==> src/rtl/product_accumulator.sv <==
// ============================================================================
//  Module      : product_accumulator
//  Description : Sums groups of up to COUNT unsigned products and presents each
//                group sum on a valid/ready output. Build option ACC_SATURATE_EN
//                clamps the accumulator on carry instead of wrapping.
//  Revision    : 1.0 - initial release
// ============================================================================
`default_nettype none

module product_accumulator #(
    parameter int IN_WIDTH  = 16,
    parameter int ACC_WIDTH = 24,
    parameter int COUNT     = 4
) (
    input  logic                         i_clk,
    input  logic                         i_reset,
    input  logic                         i_valid,
    output logic                         o_ready,
    input  logic [IN_WIDTH-1:0]          i_product,
    input  logic                         i_last,
    output logic                         o_valid,
    input  logic                         i_ready,
    output logic [ACC_WIDTH-1:0]         o_sum,
    output logic [$clog2(COUNT+1)-1:0]   o_count,
    output logic                         o_overflow
);

    localparam int                 CNT_W       = $clog2(COUNT + 1);
    localparam logic [CNT_W-1:0]   c_cnt_last  = CNT_W'(COUNT - 1);
    localparam logic [CNT_W-1:0]   c_cnt_one   = CNT_W'(1);

    typedef enum logic [0:0] {
        S_ACCUM = 1'b0,
        S_HOLD  = 1'b1
    } state_t;

    state_t                 r_state;
    state_t                 w_state_next;

    logic [ACC_WIDTH-1:0]   r_acc;
    logic [CNT_W-1:0]       r_cnt;
    logic                   r_ovf;

    logic [ACC_WIDTH:0]     w_prod_ext;
    logic [ACC_WIDTH:0]     w_sum;
    logic                   w_carry;
    logic [ACC_WIDTH-1:0]   w_acc_next;
    logic                   w_ovf_next;
    logic [CNT_W-1:0]       w_cnt_next;
    logic                   w_beat;
    logic                   w_close;
    logic                   w_out_xfer;

    // Handshakes decoded from the state register so the ready path has no loop
    assign w_beat     = i_valid & (r_state == S_ACCUM);
    assign w_close    = w_beat & ((r_cnt == c_cnt_last) | i_last);
    assign w_out_xfer = (r_state == S_HOLD) & i_ready;

    assign w_prod_ext = {{(ACC_WIDTH + 1 - IN_WIDTH){1'b0}}, i_product};
    assign w_sum      = {1'b0, r_acc} + w_prod_ext;
    assign w_carry    = w_sum[ACC_WIDTH];
    assign w_ovf_next = r_ovf | w_carry;
    assign w_cnt_next = r_cnt + c_cnt_one;

`ifdef ACC_SATURATE_EN
    // Once clamped, the accumulator stays at full scale until the group ends
    assign w_acc_next = w_ovf_next ? {ACC_WIDTH{1'b1}} : w_sum[ACC_WIDTH-1:0];
`else
    assign w_acc_next = w_sum[ACC_WIDTH-1:0];
`endif

    always_ff @(posedge i_clk) begin
        if (i_reset) begin
            r_state <= S_ACCUM;
        end else begin
            r_state <= w_state_next;
        end
    end

    always_comb begin
        w_state_next = r_state;
        o_ready      = 1'b0;
        o_valid      = 1'b0;
        case (r_state)
            S_ACCUM: begin
                o_ready = 1'b1;
                if (w_close) begin
                    w_state_next = S_HOLD;
                end
            end
            S_HOLD: begin
                o_valid = 1'b1;
                if (i_ready) begin
                    w_state_next = S_ACCUM;
                end
            end
            default: begin
                w_state_next = S_ACCUM;
            end
        endcase
    end

    always_ff @(posedge i_clk) begin
        if (i_reset) begin
            r_acc      <= '0;
            r_cnt      <= '0;
            r_ovf      <= 1'b0;
            o_sum      <= '0;
            o_count    <= '0;
            o_overflow <= 1'b0;
        end else if (w_beat) begin
            r_acc <= w_acc_next;
            r_cnt <= w_cnt_next;
            r_ovf <= w_ovf_next;
            if (w_close) begin
                o_sum      <= w_acc_next;
                o_count    <= w_cnt_next;
                o_overflow <= w_ovf_next;
            end
        end else if (w_out_xfer) begin
            r_acc <= '0;
            r_cnt <= '0;
            r_ovf <= 1'b0;
        end
    end

endmodule

`default_nettype wire

==> config.mk <==
export PLATFORM = sky130hd
export DESIGN_NAME = product_accumulator
export DESIGN_NICKNAME = d
export VERILOG_FILES = /design/src/rtl/product_accumulator.sv
export SDC_FILE = /design/constraint.sdc
export NUM_CORES = 1
export LEC_CHECK = 0
export BUFFER_PORTS_ARGS = -buffer_cell sky130_fd_sc_hd__buf_2
export CORE_ASPECT_RATIO = 2
export CORE_MARGIN = 2
export CORE_UTILIZATION = 55
export CTS_CLUSTER_DIAMETER = 120
export DETAILED_ROUTE_END_ITERATION = 12
export GPL_ROUTABILITY_DRIVEN = 0
export PLACE_DENSITY_LB_ADDON = 0.2
export SLEW_MARGIN = 30
export SYNTH_ARGS = -nofsm -noshare
export SYNTH_HDL_FRONTEND = slang
export SYNTH_SLANG_ARGS = --single-unit
==> constraint.sdc <==
create_clock -name i_clk -period 4.75 [get_ports i_clk]
set_clock_uncertainty 0.1 [all_clocks]
set_input_delay 0.95 -clock i_clk [delete_from_list [all_inputs] [get_ports i_clk]]
set_output_delay 0.95 -clock i_clk [all_outputs]
set_load 0.03 [all_outputs]
==> metrics.yaml, run 1 <==
outcome: "complete, no violations"
grt_pass1_vias: 2544
cp.required_ns: 4.91
synth-edff-count: 0
fin_crit_ns: 3.031
path_max_fanout: 5
combinationalPowerShare_pct: 25.8
cts_htree_levels: 3
holdWs_ns: 0.3444
ir_drop_mv: 0.2735
via_per_inst: 5.823
ys_top_cells_by_area: "dfxtp_1 (39%), ha_1 (7.7%), nand2_1 (5.8%), nor2_1 (4.8%), a21oi_1 (4.5%)"
cts_buffers: 9
setup-violations-final: 0
hpwl_um: 5168
postSynthCellCount: 341
cts_tree: "built"
hp-class: "reg2reg"
drt_wl_total_um: 7087
routed-wl-met3_um: 275
drv_slew: 0
p_sw_uw: 422.9
root_buffer: "clkbuf_8"
post_cts.repair.setup_buffers: 0
max-cap-violations: 0
grt_pass1_wl_um: 11640
rsz0062_at_grt: "false"
criticalPathCategory: "in2reg"
drive_gt1_share_pct: 19.80
die_y_um: 107.1
first_iter_violations: 70
endpoint_kind: "register"
synth.most_common_cell: "dfxtp_1"
crit_family: "compound AO/OA/AOI/OAI gates"
critical_path_buf_inv_count: 1
n_fill_cell: 480
hold_viol: 0
p_clk_share_pct: 32.4
fin_crit_sh_pct: 63.81
synth_top_area_cell: "dfxtp_1"
antenna_found_initial: 0
hold_buffers: 0
postLayoutCellArea_um2: 3385
crit_slowest_cell: "fa_1"
cts.path.max_buffers: 2
grt_max_degree: 45
initial_core_util_pct: 56.83
synth_top_area_share_pct: 39.07
grt-ovfl-total: 0
power_density_nw_per_um2: 381.7
clock_sinks: 57
worstSkewPairLatency_ns: 0.34
synthTopCellsByCount: "dfxtp_1 (57), nand2_1 (45), nor2_1 (37), a21oi_1 (26)"
ys_ff_latch: 57
wl_met1_um: 2740
drtAntennaViolNets: 0
drtPass1Iterations: 4
placed_area_um2: 3203
pwr-share-seq_pct: 41.8
antenna_cells: 0
die_w_um: 55.53
tightest_slew_ns: 0.9750
fin_nets: 430
ys_warn_count: 0
p_sw_share_pct: 32.74
worstSetupStartpointType: "input pin"
ys_types: 48
slew_headroom_pct: 35.00
netlist_area_um2: 2920
synth_fp_nets: 381
dieArea_um2: 5944
area_growth_pct: 15.90
routedWlPerCell_um: 15.68
leakagePower_nw: 1.478
setup_tns_ns: 0
avgSynthCellArea_um2: 8.564
path_cells: "buf_2 > ha_1 > fa_1 > a21o_1 > a221o_1 > a21oi_2 > a31oi_2 > and3_4 > xnor2_1 > a211oi_1"
io_pins: 51
grtUsageTotal_pct: 25.16
ys.flop_type: "dfxtp_1"
p_int_uw: 868.9
wl_met2_um: 3833
drc_errors: 0
fmax_ghz: 0.3299
seq_area_frac_synth_pct: 39.07
routed.top_layer: "met4"
core_area_um2: 5139
async_reset_ff_share_pct: 0
vias: 2632
critPathArrivalTime_ns: 3.19
critPathMaxStageDelay_ns: 0.42
row_count: 37
port_buffers: 50
clk_pin_slew_ns: 0.06
cts.repair.resized: 0
-- cell families after synthesis --
family / synth area share (%)
AND/OR/NAND/NOR: 18.34
flip-flops: 39.07
AO/OA/AOI/OAI: 24.98
buffers and inverters: 2.613
XOR/XNOR: 6.598
adder cells (fa/ha/maj): 8.398
-- through the flow --
step                cells  setup WS, ns  utilization, %  power (mW)
global route          452         1.621           65.86       1.355
finish                452         1.719           65.86       1.292
floorplan             341         1.667               -      0.7971
detailed placement    437         1.386           62.33      0.8804
global placement      437         1.414           62.33      0.8744
CTS                   452         1.733           65.86       1.296
-- worst paths after layout --
| path | from | to | slack, ns | depth (start not counted) |
|---|---|---|---|---|
| setup reg to reg | r_acc[0]$_SDFFE_PP0P_ | o_sum[18]$_SDFFE_PP0P_ | 2.12 | 9 |
| hold / removal | o_sum[14]$_SDFFE_PP0P_ | o_sum[14]$_SDFFE_PP0P_ | 0.34 | 2 |
| hold reg to reg | o_sum[14]$_SDFFE_PP0P_ | o_sum[14]$_SDFFE_PP0P_ | 0.34 | 2 |
| setup / recovery | i_product[0] | o_sum[18]$_SDFFE_PP0P_ | 1.72 | 10 |
-- worst register-to-register path, stage by stage, from the launching register on --
cell      delay (ns)
dfxtp_1         0.32
ha_1            0.21
fa_1            0.42
a21o_1          0.23
a221o_1         0.33
a21oi_2         0.19
a31oi_2         0.17
and3_4          0.25
xnor2_1         0.12
a211oi_1        0.21
-- final cells by class --
cell class | count | area, um^2 | share of cell area, %
clock inverters | 2 | 12.51 | 0.3697
inverters | 3 | 11.26 | 0.3327
flip-flops and latches | 57 | 1141 | 33.72
clock buffers | 13 | 168.9 | 4.991
multi-input cells | 266 | 1705 | 50.39
repair buffers | 53 | 272.8 | 8.059
well taps | 58 | 72.57 | 2.144
-- cells in the final DEF, fill, tap and decap left out, types with 4 or more instances in the layout --
master / count
a21oi_1: 26
o211ai_1: 5
a21o_1: 7
nor2_1: 36
o21ai_0: 17
o31ai_1: 6
buf_2: 50
a22o_1: 5
a22oi_1: 8
o21ai_1: 5
a31oi_1: 4
nand2_1: 45
xor2_1: 14
a211oi_1: 12
xnor2_1: 8
ha_1: 18
dfxtp_1: 57
nor2b_1: 5
clkbuf_8: 12
nand3_1: 8
-- layer usage --
metal	GRT usage [%]	vias to the layer above
li1	-	1333
met1	24.66	1212
met2	46.85	67
met3	6.876	20
met4	12.89	0
met5	0	-
-- flip-flops by register name (all words and copies together) (netlist names) --
signal and cells:
o_sum 24, r_acc 24, o_count 3, r_cnt 3, o_overflow 1, r_ovf 1
r_state 1
-- power groups by stage --
stage / clock network [mW] / registers [mW] / logic, mW
floorplan: 0 / 0.582 / 0.215
global placement: 0 / 0.547 / 0.327
detailed placement: 0 / 0.550 / 0.331
CTS: 0.423 / 0.540 / 0.333
global route: 0.447 / 0.544 / 0.364
finish: 0.419 / 0.540 / 0.333
Note: power is estimated with default switching activity, not from simulation.
==> run 2: changes to the inputs <==
==> constraint.sdc (replaced) <==
create_clock -name i_clk -period 2.8 [get_ports i_clk]
set_clock_uncertainty 0.1 [all_clocks]
set_input_delay 0.56 -clock i_clk [delete_from_list [all_inputs] [get_ports i_clk]]
set_output_delay 0.56 -clock i_clk [all_outputs]
set_load 0.03 [all_outputs]
==> run 2 against run 1 <==
Sequential power is 70% higher. Clock power is 110% higher. Non-clock buffer count is 15 higher. Cell count is 3.3% higher. Core utilization is 3.1 points higher. Global-route usage is 1.2 points higher. Combinational power is 79% higher. Sequential cell count stayed put. Largest cell class unchanged. Largest power group unchanged.
==> metrics.yaml, run 2 (synthesis gave the netlist of run 1 again) <==
outcome: "complete, no violations"
core_area_um2: 5139
post_cts.repair.setup_buffers: 0
p_total_mw: 2.399
hold_buffers: 0
cts_htree_levels: 3
fin_nets: 445
layout_commonest_cell: "dfxtp_1"
hold_viol: 0
cts.repair.resized: 0
initial_core_util_pct: 56.83
die_y_um: 107.1
postLayoutCellArea_um2: 3545
endpoint_kind: "register"
drtPass1Iterations: 6
placed_area_um2: 3316
first_iter_violations: 64
grtUsageTotal_pct: 26.36
power_density_nw_per_um2: 676.7
cp.required_ns: 2.95
setup-violations-final: 0
hpwl_um: 5442
routedWlPerCell_um: 15.51
n_fill_cell: 429
holdWs_ns: 0.3394
leakagePower_nw: 1.573
top_regs: "o_sum: 24 flops, r_acc: 24 flops"
worstSkewPairLatency_ns: 0.33
row_count: 37
drt_wl_total_um: 7241
fin_crit_ns: 2.605
multiInputGateArea_um2: 1705
cts_buffers: 9
hp-class: "reg2reg"
grt_max_degree: 36
vias: 2737
area_growth_pct: 21.38
drtAntennaViolNets: 0
antenna_found_initial: 0
layout_common_cells: "dfxtp_1 (57), buf_2 (50), nand2_1 (45)"
slew_headroom_pct: 45.46
port_buffers: 50
drc_errors: 0
cts_tree: "built"
tightest_slew_ns: 0.8126
cts.path.max_buffers: 2
drive_gt1_share_pct: 22.74
fmax_ghz: 0.3838
grt-ovfl-total: 0
antenna_cells: 0
die_w_um: 55.53
criticalPathCategory: "in2reg"
path_max_fanout: 4
fin_crit_sh_pct: 93.05
ir_drop_mv: 0.6980
drv_slew: 0
clk_pin_slew_ns: 0.06
root_buffer: "clkbuf_8"
clock_sinks: 57
critPathArrivalTime_ns: 2.76
via_per_inst: 5.861
max-cap-violations: 0
dieArea_um2: 5944
rsz0062_at_grt: "false"
grt_pass1_vias: 2743
io_pins: 51
grt_pass1_wl_um: 12230
seq_area_um2: 1141
setup_tns_ns: 0
worstSetupStartpointType: "input pin"
## run 2: critical path, cell delays in order
cell and delay [ns]:
buf_2 0.10, ha_1 0.22, fa_1 0.42, a21o_1 0.23, a221o_1 0.33, a21oi_2 0.18
a31oi_2 0.16, and3_4 0.22, xnor2_1 0.12, a211oi_1 0.21
## run 2: routing by layer
layer  up-vias  GRT usage [%]  part of all wire [%]
met5         -              0                     0
met4         0          14.11                   3.2
met3        17          5.790                   3.8
met2        74          50.34                    56
met1      1289          25.32                    37
li1       1357              -                     -
## run 2: stage by stage
stage,cells,utilization (%),setup slack (ns)
finish,467,68.98,0.1945
global route,467,68.98,0.01594
CTS,467,68.98,0.1878
detailed placement,452,64.52,-0.1590
global placement,452,64.52,-0.1097
floorplan,341,-,0.1071
## run 2: where the power goes
part	leakage [nW]	internal, mW	total, mW	switching [mW]
sequential	0.466	0.877	0.916	0.0389
combinational	0.992	0.234	0.596	0.362
clock	0.116	0.570	0.886	0.317
## run 2: area by class of cell
cell class	count	area share, %
Tap cell	58	2.047
Clock inverter	2	1.694
Multi-Input combinational cell	266	48.11
Clock buffer	13	4.765
Timing Repair Buffer	68	10.87
Inverter	3	0.3177
Sequential cell	57	32.19
## run 2: path summary, 6_finish.rpt
kind / start / slack [ns] / cells past startpoint / to
max: i_product[0] / 0.19 / 10 / o_sum[18]$_SDFFE_PP0P_
min: o_sum[14]$_SDFFE_PP0P_ / 0.34 / 2 / o_sum[14]$_SDFFE_PP0P_
max reg2reg: r_acc[0]$_SDFFE_PP0P_ / 0.21 / 9 / o_sum[18]$_SDFFE_PP0P_
min reg2reg: o_sum[14]$_SDFFE_PP0P_ / 0.34 / 2 / o_sum[14]$_SDFFE_PP0P_
==> run 3: changes to the inputs <==
--- a/config.mk
+++ b/config.mk
@@ -8,7 +8,7 @@
 export BUFFER_PORTS_ARGS = -buffer_cell sky130_fd_sc_hd__buf_2
 export CORE_ASPECT_RATIO = 2
 export CORE_MARGIN = 2
-export CORE_UTILIZATION = 55
+export CORE_UTILIZATION = 45
 export CTS_CLUSTER_DIAMETER = 120
 export DETAILED_ROUTE_END_ITERATION = 12
 export GPL_ROUTABILITY_DRIVEN = 0
==> run 3 against run 2 <==
First-iteration DRC count up 22%. Via count increased by 0.15%. Die area is 21% higher. Worst setup slack worse by 0.020 ns. Clock-buffer cell count shrank 1. Critical endpoint is now o_overflow$_SDFFE_PP0P_. Largest power group is now the clock network.
==> metrics.yaml, run 3 (synthesis gave the netlist of run 1 again) <==
slew_headroom_pct: 35.49
port_buffers: 50
grt_busiest_layer: "met2"
clock_sinks: 57
cts_buffers: 9
setup_tns_ns: 0
grt_pass1_vias: 2762
n_fill_cell: 601
drtAntennaViolNets: 0
antenna_cells: 0
ir_drop_mv: 0.5326
tightest_slew_ns: 0.9612
post_cts.repair.setup_buffers: 0
fin_crit_ns: 2.626
layout_common_cells: "dfxtp_1 (57), buf_2 (50), nand2_1 (45)"
cts_tree: "built"
fin_nets: 449
antenna_found_initial: 0
die_y_um: 117.9
root_buffer: "clkbuf_16"
drive_gt1_share_pct: 23.73
leakagePower_nw: 1.622
hold_buffers: 0
hpwl_um: 5639
holdWs_ns: 0.3515
critPathArrivalTime_ns: 2.72
setup-violations-final: 0
vias: 2741
worstSkewPairLatency_ns: 0.33
layout_commonest_cell: "dfxtp_1"
die_w_um: 60.96
grtUsageMet2_pct: 40.12
grtUsageMet3_pct: 5.385
rsz0062_at_grt: "false"
path_max_fanout: 5
area_growth_pct: 25.41
cts.path.max_buffers: 2
io_pins: 51
hp-class: "reg2reg"
grt_max_degree: 44
p_total_mw: 2.538
first_iter_violations: 78
cts_htree_levels: 3
use_met1_pct: 23.60
row_count: 41
hold_viol: 0
cts.repair.resized: 0
worstSetupStartpointType: "input pin"
grt_pass1_wl_um: 12410
drt_wl_total_um: 7424
dieArea_um2: 7189
criticalPathCategory: "in2reg"
drc_errors: 0
clk_pin_slew_ns: 0.05
routedWlPerCell_um: 14.88
initial_core_util_pct: 46.28
fmax_ghz: 0.3808
max-cap-violations: 0
drtPass1Iterations: 4
endpoint_kind: "register"
fin_crit_sh_pct: 93.78
final_util_pct: 58.04
outcome: "complete, no violations"
via_per_inst: 5.493
top_regs: "o_sum: 24 flops, r_acc: 24 flops"
grt-ovfl-total: 0
cp.required_ns: 2.90
power_density_nw_per_um2: 693.0
core_area_um2: 6310
grtUsageTotal_pct: 23.01
post-place-ws_ns: -0.1743
fin_ws_ns: 0.1742
drv_slew: 0
## run 3: path summary, 6_finish.rpt
| kind | start | slack [ns] | depth (start not counted) | end |
|---|---|---|---|---|
| max | i_product[0] | 0.17 | 10 | o_overflow$_SDFFE_PP0P_ |
| min | o_sum[4]$_SDFFE_PP0P_ | 0.35 | 2 | o_sum[4]$_SDFFE_PP0P_ |
| max reg2reg | r_acc[0]$_SDFFE_PP0P_ | 0.21 | 9 | o_overflow$_SDFFE_PP0P_ |
| min reg2reg | o_sum[4]$_SDFFE_PP0P_ | 0.35 | 2 | o_sum[4]$_SDFFE_PP0P_ |
## run 3: final cells by class
| type | count | area (um^2) | share of cell area, % |
|---|---|---|---|
| multi-input cells | 266 | 1705 | 46.57 |
| well taps | 86 | 107.6 | 2.938 |
| clock buffers | 12 | 266.5 | 7.277 |
| flip-flops and latches | 57 | 1141 | 31.16 |
| repair buffers | 72 | 415.4 | 11.34 |
| inverters | 3 | 11.26 | 0.3075 |
| clock inverters | 3 | 15.01 | 0.4100 |
## run 3: power by group
group	switching [mW]	internal, mW	total, mW
registers	0.0380	0.879	0.917
clock network	0.360	0.659	1.02
logic	0.363	0.239	0.602
## run 3: stage by stage
stage	std cells	instance area (um^2)
after floorplan	341	2920
after global placement	484	3381
after detailed placement	484	3381
after CTS	499	3662
after global routing	499	3662
final	499	3662
## run 3: per-layer routing
layer | share of wire [%] | wire [um]
met4 | 3.3 | 246
met5 | 0 | 0
met3 | 3.3 | 246
met1 | 38 | 2820
met2 | 55 | 4109
## run 3: worst max-delay path, cell delays in order
cell	delay (ns)
buf_2	0.10
ha_1	0.22
fa_1	0.42
a21o_1	0.23
a221o_1	0.33
a21oi_2	0.18
nand2_1	0.10
o21a_1	0.27
a211oi_1	0.23
nor3_1	0.08
